### src/rtl/p_input_arb_strait.sv
// Registered two-input stream arbiter feeding the STRAIT PE accumulator.
// Modes: fixed-left, fixed-top, round-robin, burst; tags source and counts delivered words.
module p_input_arb_strait #(
    parameter int DATA_W = 32,
    parameter int CNT_W  = 8
) (
    input  logic              clk,
    input  logic              rst,
    input  logic [1:0]        mode,
    input  logic [CNT_W-1:0]  burst_len,
    input  logic              top_valid,
    input  logic [DATA_W-1:0] top_data,
    output logic              top_ready,
    input  logic              left_valid,
    input  logic [DATA_W-1:0] left_data,
    output logic              left_ready,
    output logic              out_valid,
    output logic [DATA_W-1:0] out_data,
    output logic              out_src,
    input  logic              out_ready,
    output logic [CNT_W-1:0]  word_cnt
);

    typedef enum logic [1:0] {
        M_LEFT  = 2'b00,
        M_TOP   = 2'b01,
        M_RR    = 2'b10,
        M_BURST = 2'b11
    } mode_t;

    typedef enum logic {
        B_LEFT = 1'b0,
        B_TOP  = 1'b1
    } burst_t;

    mode_t            mode_q;
    logic             rr_last_top;
    burst_t           bstate;
    logic [CNT_W-1:0] bcnt;

    logic             ld;
    logic             grant_top;
    logic             accept;
    logic [CNT_W-1:0] blen_eff;
    logic [CNT_W:0]   bcnt_inc;
    logic             burst_done;

    assign ld = !out_valid || out_ready;

    // NOTE: every signal assigned in always_comb gets a default first so no latch is inferred.
    always_comb begin
        grant_top = 1'b0;
        case (mode_q)
            M_LEFT:  grant_top = 1'b0;
            M_TOP:   grant_top = 1'b1;
            M_RR: begin
                if (top_valid && left_valid) grant_top = !rr_last_top;
                else                         grant_top = top_valid;
            end
            M_BURST: grant_top = (bstate == B_TOP);
            default: grant_top = 1'b0;
        endcase
    end

    // Readies are held low during the reset cycle so no word is consumed and lost.
    assign top_ready  = !rst && ld && grant_top  && top_valid;
    assign left_ready = !rst && ld && !grant_top && left_valid;
    assign accept     = top_ready || left_ready;

    assign blen_eff   = (burst_len == '0) ? {{(CNT_W-1){1'b0}}, 1'b1} : burst_len;
    assign bcnt_inc   = {1'b0, bcnt} + {{CNT_W{1'b0}}, 1'b1};
    assign burst_done = bcnt_inc >= {1'b0, blen_eff};

    // NOTE: sequential state uses non-blocking assignments so all registers update from pre-edge values.
    always_ff @(posedge clk) begin
        if (rst) begin
            out_valid <= 1'b0;
            out_data  <= '0;
            out_src   <= 1'b0;
        end else if (ld) begin
            out_valid <= accept;
            if (accept) begin
                out_data <= top_ready ? top_data : left_data;
                out_src  <= top_ready;
            end
        end
    end

    always_ff @(posedge clk) begin
        if (rst) begin
            word_cnt <= '0;
        end else if (out_valid && out_ready) begin
            word_cnt <= word_cnt + {{(CNT_W-1){1'b0}}, 1'b1};
        end
    end

    always_ff @(posedge clk) begin
        if (rst) begin
            mode_q      <= M_LEFT;
            rr_last_top <= 1'b1;
            bstate      <= B_LEFT;
            bcnt        <= '0;
        end else begin
            mode_q <= mode_t'(mode);
            if (accept && mode_q == M_RR) begin
                rr_last_top <= top_ready;
            end
            // A mode change restarts the burst sequence; the round-robin pointer is kept.
            if (mode_t'(mode) != mode_q) begin
                bstate <= B_LEFT;
                bcnt   <= '0;
            end else if (accept && mode_q == M_BURST) begin
                if (burst_done) begin
                    bcnt   <= '0;
                    bstate <= (bstate == B_LEFT) ? B_TOP : B_LEFT;
                end else begin
                    bcnt <= bcnt_inc[CNT_W-1:0];
                end
            end
        end
    end

endmodule

### config.mk
export PLATFORM = sky130hd
export DESIGN_NAME = p_input_arb_strait
export DESIGN_NICKNAME = d
export VERILOG_FILES = /design/src/rtl/p_input_arb_strait.sv
export SDC_FILE = /design/constraint.sdc
export NUM_CORES = 1
export LEC_CHECK = 0
export ABC_CLOCK_PERIOD_IN_PS = 5550
export BUFFER_PORTS_ARGS = -buffer_cell sky130_fd_sc_hd__buf_4
export CORE_UTILIZATION = 50
export CTS_BUF_LIST = sky130_fd_sc_hd__clkbuf_8
export DETAILED_ROUTE_END_ITERATION = 10
export GPL_TIMING_DRIVEN = 0
export PLACE_DENSITY = 0.95
export SLEW_MARGIN = 20
export SYNTH_ARGS = -nofsm -noshare
export SYNTH_HDL_FRONTEND = slang
export SYNTH_SLANG_ARGS = --single-unit
### constraint.sdc
create_clock -name clk -period 5.55 [get_ports clk]
set_clock_uncertainty 0.2 [all_clocks]
set_input_delay 1.11 -clock clk [delete_from_list [all_inputs] [get_ports clk]]
set_output_delay 1.11 -clock clk [all_outputs]
set_load 0.05 [all_outputs]
==> results of run 1 <==
Yosys cell counts (all sizes together) (6+ instances only):
| cell type | instances |
|---|---|
| a211oi | 32 |
| a21oi | 9 |
| buf | 14 |
| clkbuf | 8 |
| dfxtp | 54 |
| ha | 10 |
| inv | 15 |
| mux2i | 32 |
| nand2 | 13 |
| nand3 | 13 |
| nand4 | 6 |
| nor2 | 41 |
| xor2 | 9 |
cells by family (layout without fill, tap and decap cells):
kind of cell | after synthesis | after routing | share of synthesized area [%]
buf+inv | 37 | 164 | 6.91
compound gates | 59 | 59 | 20.1
mux | 33 | 33 | 11.4
xor+xnor | 14 | 14 | 4.21
flops | 54 | 54 | 37.1
fa+ha+maj | 10 | 10 | 4.29
simple gates | 96 | 96 | 16.1
flip-flops by register name (all words and copies together), names as in the netlist:
signal       flops
bcnt             8
out_src          1
bstate           1
mode_q           2
word_cnt         8
out_valid        1
rr_last_top      1
out_data        32
power by group through the flow:
stage | clock network (mW) | logic (mW) | registers (mW)
6_report | 0.217 | 0.229 | 0.419
5_1_grt | 0.234 | 0.241 | 0.421
4_1_cts | 0.221 | 0.230 | 0.419
3_5_place_dp | 0 | 0.229 | 0.428
3_3_place_gp | 0 | 0.224 | 0.427
2_1_floorplan | 0 | 0.0772 | 0.490
worst max-delay path by stage:
| stage | from | end | slack, ps | cells after the start |
|---|---|---|---|---|
| CTS | rst | top_ready | 1800 | 8 |
| floorplan | rst | top_ready | 1930 | 7 |
| global route | rst | top_ready | 1740 | 8 |
| detailed placement | rst | top_ready | 1820 | 8 |
| global placement | rst | top_ready | 1870 | 8 |
| finish | rst | top_ready | 1810 | 8 |
per-layer routing:
metal	up-vias	share of wire [%]
li1	1328	-
met1	1298	35
met2	93	55
met3	12	8.7
met4	0	1.7
met5	-	0
critical path, cell delays in order:
cell	delay [ps]
buf_2	160
inv_1	150
nand3_1	90
or3_1	310
clkbuf_1	150
buf_6	170
inv_1	80
buf_4	210
area by class of cell:
cell class              instances  area (µm²)
plain buffers                  22         145
clock buffers                   6        82.6
fillers                       380        1580
inverters                      15        56.3
multi-input cells             212        1630
flip-flops and latches         54        1080
well taps                      72        90.1
repair buffers                121         908
==> impl_results.md, run 1 <==
- Hold_ws: 299 ps
- Max VDD drop: 0.207 mV
- Setup Buffers After CTS: 0
- TritonRoute pass-1 iters: 4
- Worst slew margin: 52.4%
- Period utilization: 67.3%
- Combinational share of power: 26.5%
- Slew @ Worst Pin: 714 ps
- Power Total: 0.865 mW
- Fraction of layout cells with a size suffix above 1: 40.9%
- Post-CTS resize count: 0
- Dpl ws: 1820 ps
- Die W: 78.4 µm
- GR Util met2: 49.8%
- CTS tree: done
- Critical Path Sink Type: output port
- Library cells used by synthesis: 46
- Fin area: 4000 µm²
- Top FF cell, synth: dfxtp_1
- Setup crit start kind: input port
- FF-to-FF End: bcnt[0]
- DR iter-0 viols: 152
- Met3 Resource Use GR: 9.77%
- Leading area contributor after synthesis: dfxtp_1
- Grt ovf: 0
- Switching Share: 30.5%
- Cell Area, Placed: 3910 µm²
- Remaining DRCs: 0
- Bufs on Longest Clock Path: 2
- Met1 GRT Util: 24.0%
- Area share of the leading cell type in the synthesized netlist: 37.1%
- #FFs+latches synth: 54
- Root Buffer: clkbuf_8
- Final GP Congestion: 0.810
- Outcome: finished, final reports clean
- ANT cells: 0
- DP HPWL: 6210 µm
- Max-Cap Viols: 0
- Ys Warns: 0
- Vias in the first global route: 2,841
- Setup ws final: 1810 ps
- Arrival @ worst endpoint: 2430 ps
- First-pass GRT wire length: 12,400 µm
- DRT Wirelength: 7760 µm
- Largest net degree at the start of global routing: 15
- Via count: 2,731
- P_sw: 0.264 mW
- Final hold vios: 0
- Net count, final: 520
- Commonest non-fill, non-tap cell in the layout: buf_4
- Sequential share of the synthesized area: 37.1%
- Syn_area_per_cell: 9.62 µm²
- Final min period: 3740 ps
- Reg2Reg Depth: 11
- Placed cells: 496
- GRT Total Usage: 25.5%
- Syn_nets: 392
- EDFF count, synth: 0
- DIE HEIGHT: 78.4 µm
- P_int: 0.601 mW
- Synth top area cells: dfxtp_1, a211oi_2, mux2i_1
- Setup TNS: 0 ps
- Sink Count: 54
- PD cells: 216 nW/µm²
- Busiest grt layer: met2
- R2R Setup Slk: 2460 ps
- Mapped Cells: 303
- Max FO, Critical Path: 10
- Die area: 6140 µm²
- Vias per inst: 5.44
- Final slew viol count: 0
- Setup violators final: 0
- Initial Util: 52.3%
- Asr flop ratio synth: 0%
- Max H-tree Level: 2
- Worst r2r src: bcnt[2]
- Hold Crit Depth: 2
- Commonest non-fill, non-tap cells in the layout: buf_4, dfxtp_1, nor2_1, mux2i_1, a211oi_2
- TritonCTS Buffers: 5
- Row count: 27
- Hold_buf cts: 0
- Unrepaired setup endpoints after global routing: false
- Core Area: 5570 µm²
- Port Buf Inserts: 121
- Hold Path Class: register to register
- Clk_lat worst skew: 300 ps
- Cell Area, Synth: 2920 µm²
- Sequential Power Share: 48.4%
- Worst Hold Endpoint: bcnt[1]
- Clk pwr share: 25.1%
- Reg clk slew, reported paths: 90 ps
- Wire per inst: 15.5 µm
- Leakage: 1.95 nW
- Area delta synth->final: 37.1%
- Setup CP Type: input port to output port
- Initial antenna violation count: 0
- Req. time, crit path: 4240 ps
- Remaining antenna violation count: 0
- I/O pins: 123
- Fmax achieved: 268 MHz
- Hold_sp: bcnt[1]
- Finished Layout Cells: 502
- Final Core Density: 71.7%
Power figures use the tool's default switching activity.
==> inputs of run 2 (changes only) <==
--- a/config.mk
+++ b/config.mk
@@ -5,9 +5,10 @@
 export SDC_FILE = /design/constraint.sdc
 export NUM_CORES = 1
 export LEC_CHECK = 0
-export ABC_CLOCK_PERIOD_IN_PS = 5550
+export ABC_AREA = 1
+export ABC_CLOCK_PERIOD_IN_PS = 3500
 export BUFFER_PORTS_ARGS = -buffer_cell sky130_fd_sc_hd__buf_4
-export CORE_UTILIZATION = 50
+export CORE_UTILIZATION = 49
 export CTS_BUF_LIST = sky130_fd_sc_hd__clkbuf_8
 export DETAILED_ROUTE_END_ITERATION = 10
 export GPL_TIMING_DRIVEN = 0
==> constraint.sdc (replaced) <==
create_clock -name clk -period 3.5 [get_ports clk]
set_clock_uncertainty 0.2 [all_clocks]
set_input_delay 0.7 -clock clk [delete_from_list [all_inputs] [get_ports clk]]
set_output_delay 0.7 -clock clk [all_outputs]
set_load 0.05 [all_outputs]
==> impl_results.md, run 2 <==
- Req. time, crit path: 3550 ps (was 4240 ps)
- Vias per inst: 5.19 (was 5.44)
- Setup crit start kind: register (was input port)
- Arrival @ worst endpoint: 2860 ps (was 2430 ps)
- Filler Cell Count: 393 (was 380)
- Worst slew margin: 73.5% (was 52.4%)
- Library cells used by synthesis: 28 (was 46)
- Final slew viol count: 0 (unchanged)
- Fmax achieved: 356 MHz
- Remaining DRCs: 0 (unchanged)
- Final Core Density: 73.5% (was 71.7%)
- Worst path slowest cell: dfxtp_1 (was or3_1)
- Cell Area, Synth: 2730 µm² (was 2920 µm²)
- Max FO, Critical Path: 8 (was 10)
- Sink Count: 54 (unchanged)
- Hold Path Class: register to register (unchanged)
- Final min period: 2810 ps
- Area share of the leading cell type in the synthesized netlist: 39.6% (was 37.1%)
- Net count, final: 601 (was 520)
- Row count: 26 (was 27)
- Wire per inst: 12.7 µm (was 15.5 µm)
- Commonest non-fill, non-tap cells in the layout: buf_4, nand2_1, dfxtp_1, inv_1, o21ai_0 (was buf_4, dfxtp_1, nor2_1, mux2i_1, a211oi_2)
- Top FF cell, synth: dfxtp_1 (unchanged)
- #FFs+latches synth: 54 (unchanged)
- Bufs on Longest Clock Path: 2 (unchanged)
- Vias in the first global route: 2,897 (was 2,841)
- Grt ovf: 0 (unchanged)
- Die area: 5870 µm² (was 6140 µm²)
- Max H-tree Level: 2 (unchanged)
- Dpl ws: 705 ps (was 1820 ps)
- DRT Wirelength: 7380 µm (was 7760 µm)
- TritonCTS Buffers: 5 (unchanged)
- Setup TNS: 0 ps (unchanged)
- Synth top cells by count: nand2_1, dfxtp_1, inv_1, o21ai_0, a31oi_1 (was dfxtp_1, nor2_1, mux2i_1, a211oi_2, inv_1)
- Syn_area_per_cell: 7.12 µm² (was 9.62 µm²)
- Most Frequent Cell on Critical Path: nand3_1 (was inv_1)
- TritonRoute pass-1 iters: 4 (unchanged)
- Max VDD drop: 0.330 mV (was 0.207 mV)
- Setup ws final: 690 ps (was 1810 ps)
- Cell Chain, Critical Path: ha_1, nand2_1, nor2_1, nand3_1, xor2_1, inv_1, ha_1, nand2_1, inv_1, nand3_1, nor3_1, nor2b_1, buf_1, nand3_1, a21oi_1 (was buf_2, inv_1, nand3_1, or3_1, clkbuf_1, buf_6, inv_1, buf_4)
- Ys Warns: 0 (unchanged)
- CTS tree: done (unchanged)
- First-pass GRT wire length: 12,600 µm (was 12,400 µm)
- Setup Buffers After CTS: 0 (unchanged)
- Initial antenna violation count: 0 (unchanged)
- Unrepaired setup endpoints after global routing: false (unchanged)
- CP top delay family: simple AND/OR/NAND/NOR gates (was buffers and inverters)
- Outcome: finished, final reports clean (unchanged)
- Asr flop ratio synth: 0% (unchanged)
- Synth top area cells: dfxtp_1, nand2_1, a31oi_1 (was dfxtp_1, a211oi_2, mux2i_1)
- Fraction of layout cells with a size suffix above 1: 29.2% (was 40.9%)
- Setup violators final: 0 (unchanged)
- PD cells: 388 nW/µm² (was 216 nW/µm²)
- Commonest non-fill, non-tap cell in the layout: buf_4 (unchanged)
- DP HPWL: 5870 µm (was 6210 µm)
- GRT Total Usage: 25.9% (was 25.5%)
- Slew @ Worst Pin: 398 ps (was 714 ps)
- DIE HEIGHT: 76.6 µm (was 78.4 µm)
- Clk_lat worst skew: 310 ps (was 300 ps)
- Worst r2r src: bcnt[0] (was bcnt[2])
- Final hold vios: 0 (unchanged)
- Most common cell in the netlist: nand2_1 (was dfxtp_1)
- Max reg flops: 32 (unchanged)
- Port Buf Inserts: 122 (was 121)
- Max-Cap Viols: 0 (unchanged)
- Hold_sp: word_cnt[7] (was bcnt[1])
- Setup CP Type: register to register (was input port to output port)
- Leakage: 1.89 nW (was 1.95 nW)
- Initial Util: 52.1% (was 52.3%)
- Worst Path Buf+Inv: 3 (was 6)
- Top reg by flops: out_data (unchanged)
- CP max stage delay: 400 ps (was 310 ps)
- Syn_nets: 472 (was 392)
- Hold_ws: 287 ps (was 299 ps)
- Mapped Cells: 383 (was 303)
- Core Area: 5240 µm² (was 5570 µm²)
- Reg clk slew, reported paths: 110 ps (was 90 ps)
- Final GP Congestion: 0.839 (was 0.810)
- Sequential share of the synthesized area: 39.6% (was 37.1%)
- Hold_buf cts: 0 (unchanged)
- Period utilization: 80.3%
- Via count: 3,024 (was 2,731)
- I/O pins: 123 (unchanged)
- Critical Path Sink Type: register (was output port)
- Die W: 76.6 µm (was 78.4 µm)
- Post-CTS resize count: 0 (unchanged)
- EDFF count, synth: 0 (unchanged)
- Root Buffer: clkbuf_8 (unchanged)
- ANT cells: 0 (unchanged)
- Worst setup startpoint: bcnt[0] (was rst)
- Top Registers: out_data x32, bcnt x8, word_cnt x8 (unchanged)
- Area delta synth->final: 41.1% (was 37.1%)
- Largest net degree at the start of global routing: 19 (was 15)
- DR iter-0 viols: 189 (was 152)
- Leading area contributor after synthesis: dfxtp_1 (unchanged)
- Remaining antenna violation count: 0 (unchanged)
-- run 2: layer usage --
metal / track usage [%] / vias up / routed length, µm
met3: 7.90 / 8 / 540
met2: 46.4 / 106 / 3790
met5: 0 / - / 0
met1: 30.0 / 1375 / 3000
li1: - / 1535 / -
met4: 6.35 / 0 / 48
-- run 2: power by group --
| group | leakage (nW) | internal [mW] | total, mW | switching [mW] |
|---|---|---|---|---|
| Combinational | 1.40 | 0.145 | 0.381 | 0.235 |
| Sequential | 0.442 | 0.651 | 0.673 | 0.0215 |
| Clock | 0.0563 | 0.218 | 0.439 | 0.220 |
| Total | 1.89 | 1.02 | 1.49 | 0.477 |
-- run 2: area by class of cell --
class	instances	area, µm²	area share [%]
Clock inverter	3	48.8	1.27
Buffer	20	116	3.02
Clock buffer	5	68.8	1.79
Timing Repair Buffer	122	916	23.8
Inverter	39	146	3.80
Tap cell	70	87.6	2.27
Multi-Input combinational cell	270	1390	36.0
Sequential cell	54	1080	28.1
-- run 2: worst register-to-register path, delay by kind of cell, from the launching register on --
family                   cells  cell delay [ps]
AO/OA/AOI/OAI                1              150
XOR/XNOR                     1              150
adder cells (fa/ha/maj)      2              500
buffers and inverters        3              430
flip-flops                   1              400
AND/OR/NAND/NOR              8              910
-- run 2: worst paths after layout --
kind / endpoint / slack, ps / cells after the start
worst max-delay path: bcnt[6] / 690 / 15
worst min-delay path: word_cnt[7] / 290 / 2
worst max register to register: bcnt[6] / 690 / 15
worst min register to register: word_cnt[7] / 290 / 2
-- run 2: kinds of logic after synthesis --
kind of cell             synth area share, %
AO/OA/AOI/OAI                           19.4
buffers and inverters                   9.63
AND/OR/NAND/NOR                         23.8
adder cells (fa/ha/maj)                 4.59
XOR/XNOR                                2.89
flip-flops                              39.6
-- run 2: stage by stage --
stage	std cells	cell area, µm²	total power [mW]
3_3_place_gp	575	3730	1.06
4_1_cts	583	3850	1.50
6_report	583	3850	1.49
2_1_floorplan	383	2730	0.909
5_1_grt	583	3850	1.55
3_5_place_dp	575	3730	1.07
==> inputs of run 3 (changes only) <==
--- a/config.mk
+++ b/config.mk
@@ -6,13 +6,13 @@
 export NUM_CORES = 1
 export LEC_CHECK = 0
 export ABC_AREA = 1
-export ABC_CLOCK_PERIOD_IN_PS = 3500
+export ABC_CLOCK_PERIOD_IN_PS = 2300
 export BUFFER_PORTS_ARGS = -buffer_cell sky130_fd_sc_hd__buf_4
-export CORE_UTILIZATION = 49
+export CORE_UTILIZATION = 44
 export CTS_BUF_LIST = sky130_fd_sc_hd__clkbuf_8
 export DETAILED_ROUTE_END_ITERATION = 10
 export GPL_TIMING_DRIVEN = 0
-export PLACE_DENSITY = 0.95
+export PLACE_DENSITY = 0.91
 export SLEW_MARGIN = 20
 export SYNTH_ARGS = -nofsm -noshare
 export SYNTH_HDL_FRONTEND = slang
==> constraint.sdc (replaced) <==
create_clock -name clk -period 2.3 [get_ports clk]
set_clock_uncertainty 0.2 [all_clocks]
set_input_delay 0.46 -clock clk [delete_from_list [all_inputs] [get_ports clk]]
set_output_delay 0.46 -clock clk [all_outputs]
set_load 0.05 [all_outputs]
==> impl_results.md, run 3 (synthesized netlist as in run 2, its figures left out) <==
- DP HPWL: 5830 µm (was 5870 µm)
- Vias per inst: 5.17 (was 5.19)
- Unrepaired setup endpoints after global routing: true (was false)
- Setup ws final: -127 ps (was 690 ps)
- Hold_buf cts: 0 (unchanged)
- Arrival @ worst endpoint: 2460 ps (was 2860 ps)
- Initial Util: 45.8% (was 52.1%)
- Max VDD drop: 0.343 mV (was 0.330 mV)
- Critical Path Sink Type: register (unchanged)
- Max reg flops: 32 (unchanged)
- Hold_sp: rst (was word_cnt[7])
- Clk_lat worst skew: 310 ps (about the same)
- DRT Wirelength: 7760 µm (was 7380 µm)
- GRT Total Usage: 24.3% (was 25.9%)
- FF-to-FF End: bcnt[6] (unchanged)
- Row count: 28 (was 26)
- Setup violators final: 9 (was 0)
- Net count, final: 608 (was 601)
- TritonCTS Buffers: 5 (unchanged)
- Port Buf Inserts: 122 (unchanged)
- Bufs on Longest Clock Path: 2 (unchanged)
- Final hold vios: 0 (unchanged)
- Sink Count: 54 (unchanged)
- Remaining DRCs: 0 (unchanged)
- Max FO, Critical Path: 8 (unchanged)
- Period utilization: 106% (was 80.3%)
- Worst slew margin: 69.9% (was 73.5%)
- Worst setup startpoint: bcnt[0] (unchanged)
- DR iter-0 viols: 139 (was 189)
- Vias in the first global route: 2,956 (was 2,897)
- Commonest non-fill, non-tap cells in the layout: buf_4, nand2_1, dfxtp_1, inv_1, o21ai_0 (unchanged)
- Max-Cap Viols: 0 (unchanged)
- Initial antenna violation count: 0 (unchanged)
- TritonRoute pass-1 iters: 4 (unchanged)
- Top reg by flops: out_data (unchanged)
- Core Area: 5960 µm² (was 5240 µm²)
- Max H-tree Level: 2 (unchanged)
- Leakage: 1.97 nW (was 1.89 nW)
- ANT cells: 0 (unchanged)
- Die W: 80.8 µm (was 76.6 µm)
- DIE HEIGHT: 80.8 µm (was 76.6 µm)
- Grt ovf: 0 (unchanged)
- CTS tree: done (unchanged)
- Final min period: 2430 ps (was 2810 ps)
- Wire per inst: 13.0 µm (was 12.7 µm)
- Fmax achieved: 412 MHz (was 356 MHz)
- Fraction of layout cells with a size suffix above 1: 34.2% (was 29.2%)
- Req. time, crit path: 2330 ps (was 3550 ps)
- R2R Setup Slk: -130 ps (was 690 ps)
- Setup CP Type: register to register (unchanged)
- Root Buffer: clkbuf_8 (unchanged)
- Reg clk slew, reported paths: 110 ps (about the same)
- PD cells: 562 nW/µm² (was 388 nW/µm²)
- Reg2Reg Depth: 14 (was 15)
- Commonest non-fill, non-tap cell in the layout: buf_4 (unchanged)
- Area delta synth->final: 47.8% (was 41.1%)
- Final slew viol count: 0 (unchanged)
- Setup crit start kind: register (unchanged)
- Slew @ Worst Pin: 452 ps (was 398 ps)
- Via count: 3,078 (was 3,024)
- Worst r2r src: bcnt[0] (unchanged)
- Finished Layout Cells: 595 (was 583)
- Remaining antenna violation count: 0 (unchanged)
- Final GP Congestion: 0.885 (was 0.839)
- Outcome: complete, but fails checks (was finished, final reports clean)
- Final Core Density: 67.7% (was 73.5%)
- Top Registers: out_data x32, bcnt x8, word_cnt x8 (unchanged)
- Placed cells: 580 (was 575)
- Crit path capture: bcnt[6] (unchanged)
- I/O pins: 123 (unchanged)
- Failing checks: setup timing
- First-pass GRT wire length: 12,500 µm (was 12,600 µm)
- Hold Path Class: input port to register (was register to register)
- Die area: 6520 µm² (was 5870 µm²)
- Largest net degree at the start of global routing: 19 (unchanged)
==> run 3: worst min path at each step <==
stage                        to  slack (ps)  cells past startpoint
CTS                   mode_q[1]         160                      2
detailed placement  word_cnt[7]         260                      2
floorplan           rr_last_top         240                      2
global placement    word_cnt[7]         250                      2
global route        word_cnt[6]         160                      2
finish                mode_q[1]         170                      2
==> run 3: per-stage QoR <==
| step | TNS [ps] | setup slack (ps) | power [mW] | hold slack, ps | area (µm²) |
|---|---|---|---|---|---|
| CTS | -455 | -64.0 | 2.28 | 161 | 3980 |
| global placement | -1550 | -182 | 1.61 | 251 | 3750 |
| floorplan | 0 | 26.4 | 1.38 | 236 | 2740 |
| detailed placement | -2530 | -313 | 1.62 | 260 | 3750 |
| global route | -1860 | -225 | 2.36 | 165 | 4030 |
| finish | -888 | -127 | 2.27 | 169 | 4030 |
==> run 3: repair_timing <==
| action | CTS | global route |
|---|---|---|
| buffers inserted | 7 | 1 |
| gates resized for setup | 17 | 11 |
| pin swaps | 9 | 2 |
| endpoints found under the setup margin | 10 | 10 |
| cloned | 0 | 0 |
==> run 3: power breakdown <==
| part | internal, mW | switching (mW) | leakage (nW) |
|---|---|---|---|
| sequential | 0.990 | 0.0325 | 0.444 |
| combinational | 0.224 | 0.358 | 1.47 |
| clock | 0.332 | 0.329 | 0.0563 |
| total | 1.55 | 0.719 | 1.97 |
==> run 3: final cells by class <==
type                            instances  area (µm²)
Buffer                                 19         115
Inverter                               39         151
Timing Repair Buffer                  130         980
Clock inverter                          3        48.8
Fill cell                             484        1920
Multi-Input combinational cell        270        1490
Tap cell                               75        93.8
Sequential cell                        54        1090
Clock buffer                            5        68.8
==> run 3: critical path: stages (launching register included) <==
cell,delay (ps)
dfxtp_4,380
buf_4,140
nand3_2,110
nor2_1,120
nand2_1,100
xnor2_2,170
ha_1,310
nand2_2,70
inv_2,50
nand3_2,80
nor3_4,50
nor2b_1,120
buf_4,170
nand3_1,100
a21oi_1,180
==> run 3: per-layer routing <==
| metal | vias to the layer above | track usage [%] | part of all wire, % |
|---|---|---|---|
| li1 | 1544 | - | - |
| met1 | 1411 | 27.5 | 40 |
| met2 | 113 | 43.8 | 52 |
| met3 | 10 | 6.52 | 6.9 |
| met4 | 0 | 8.57 | 1.0 |
| met5 | - | 0 | 0 |
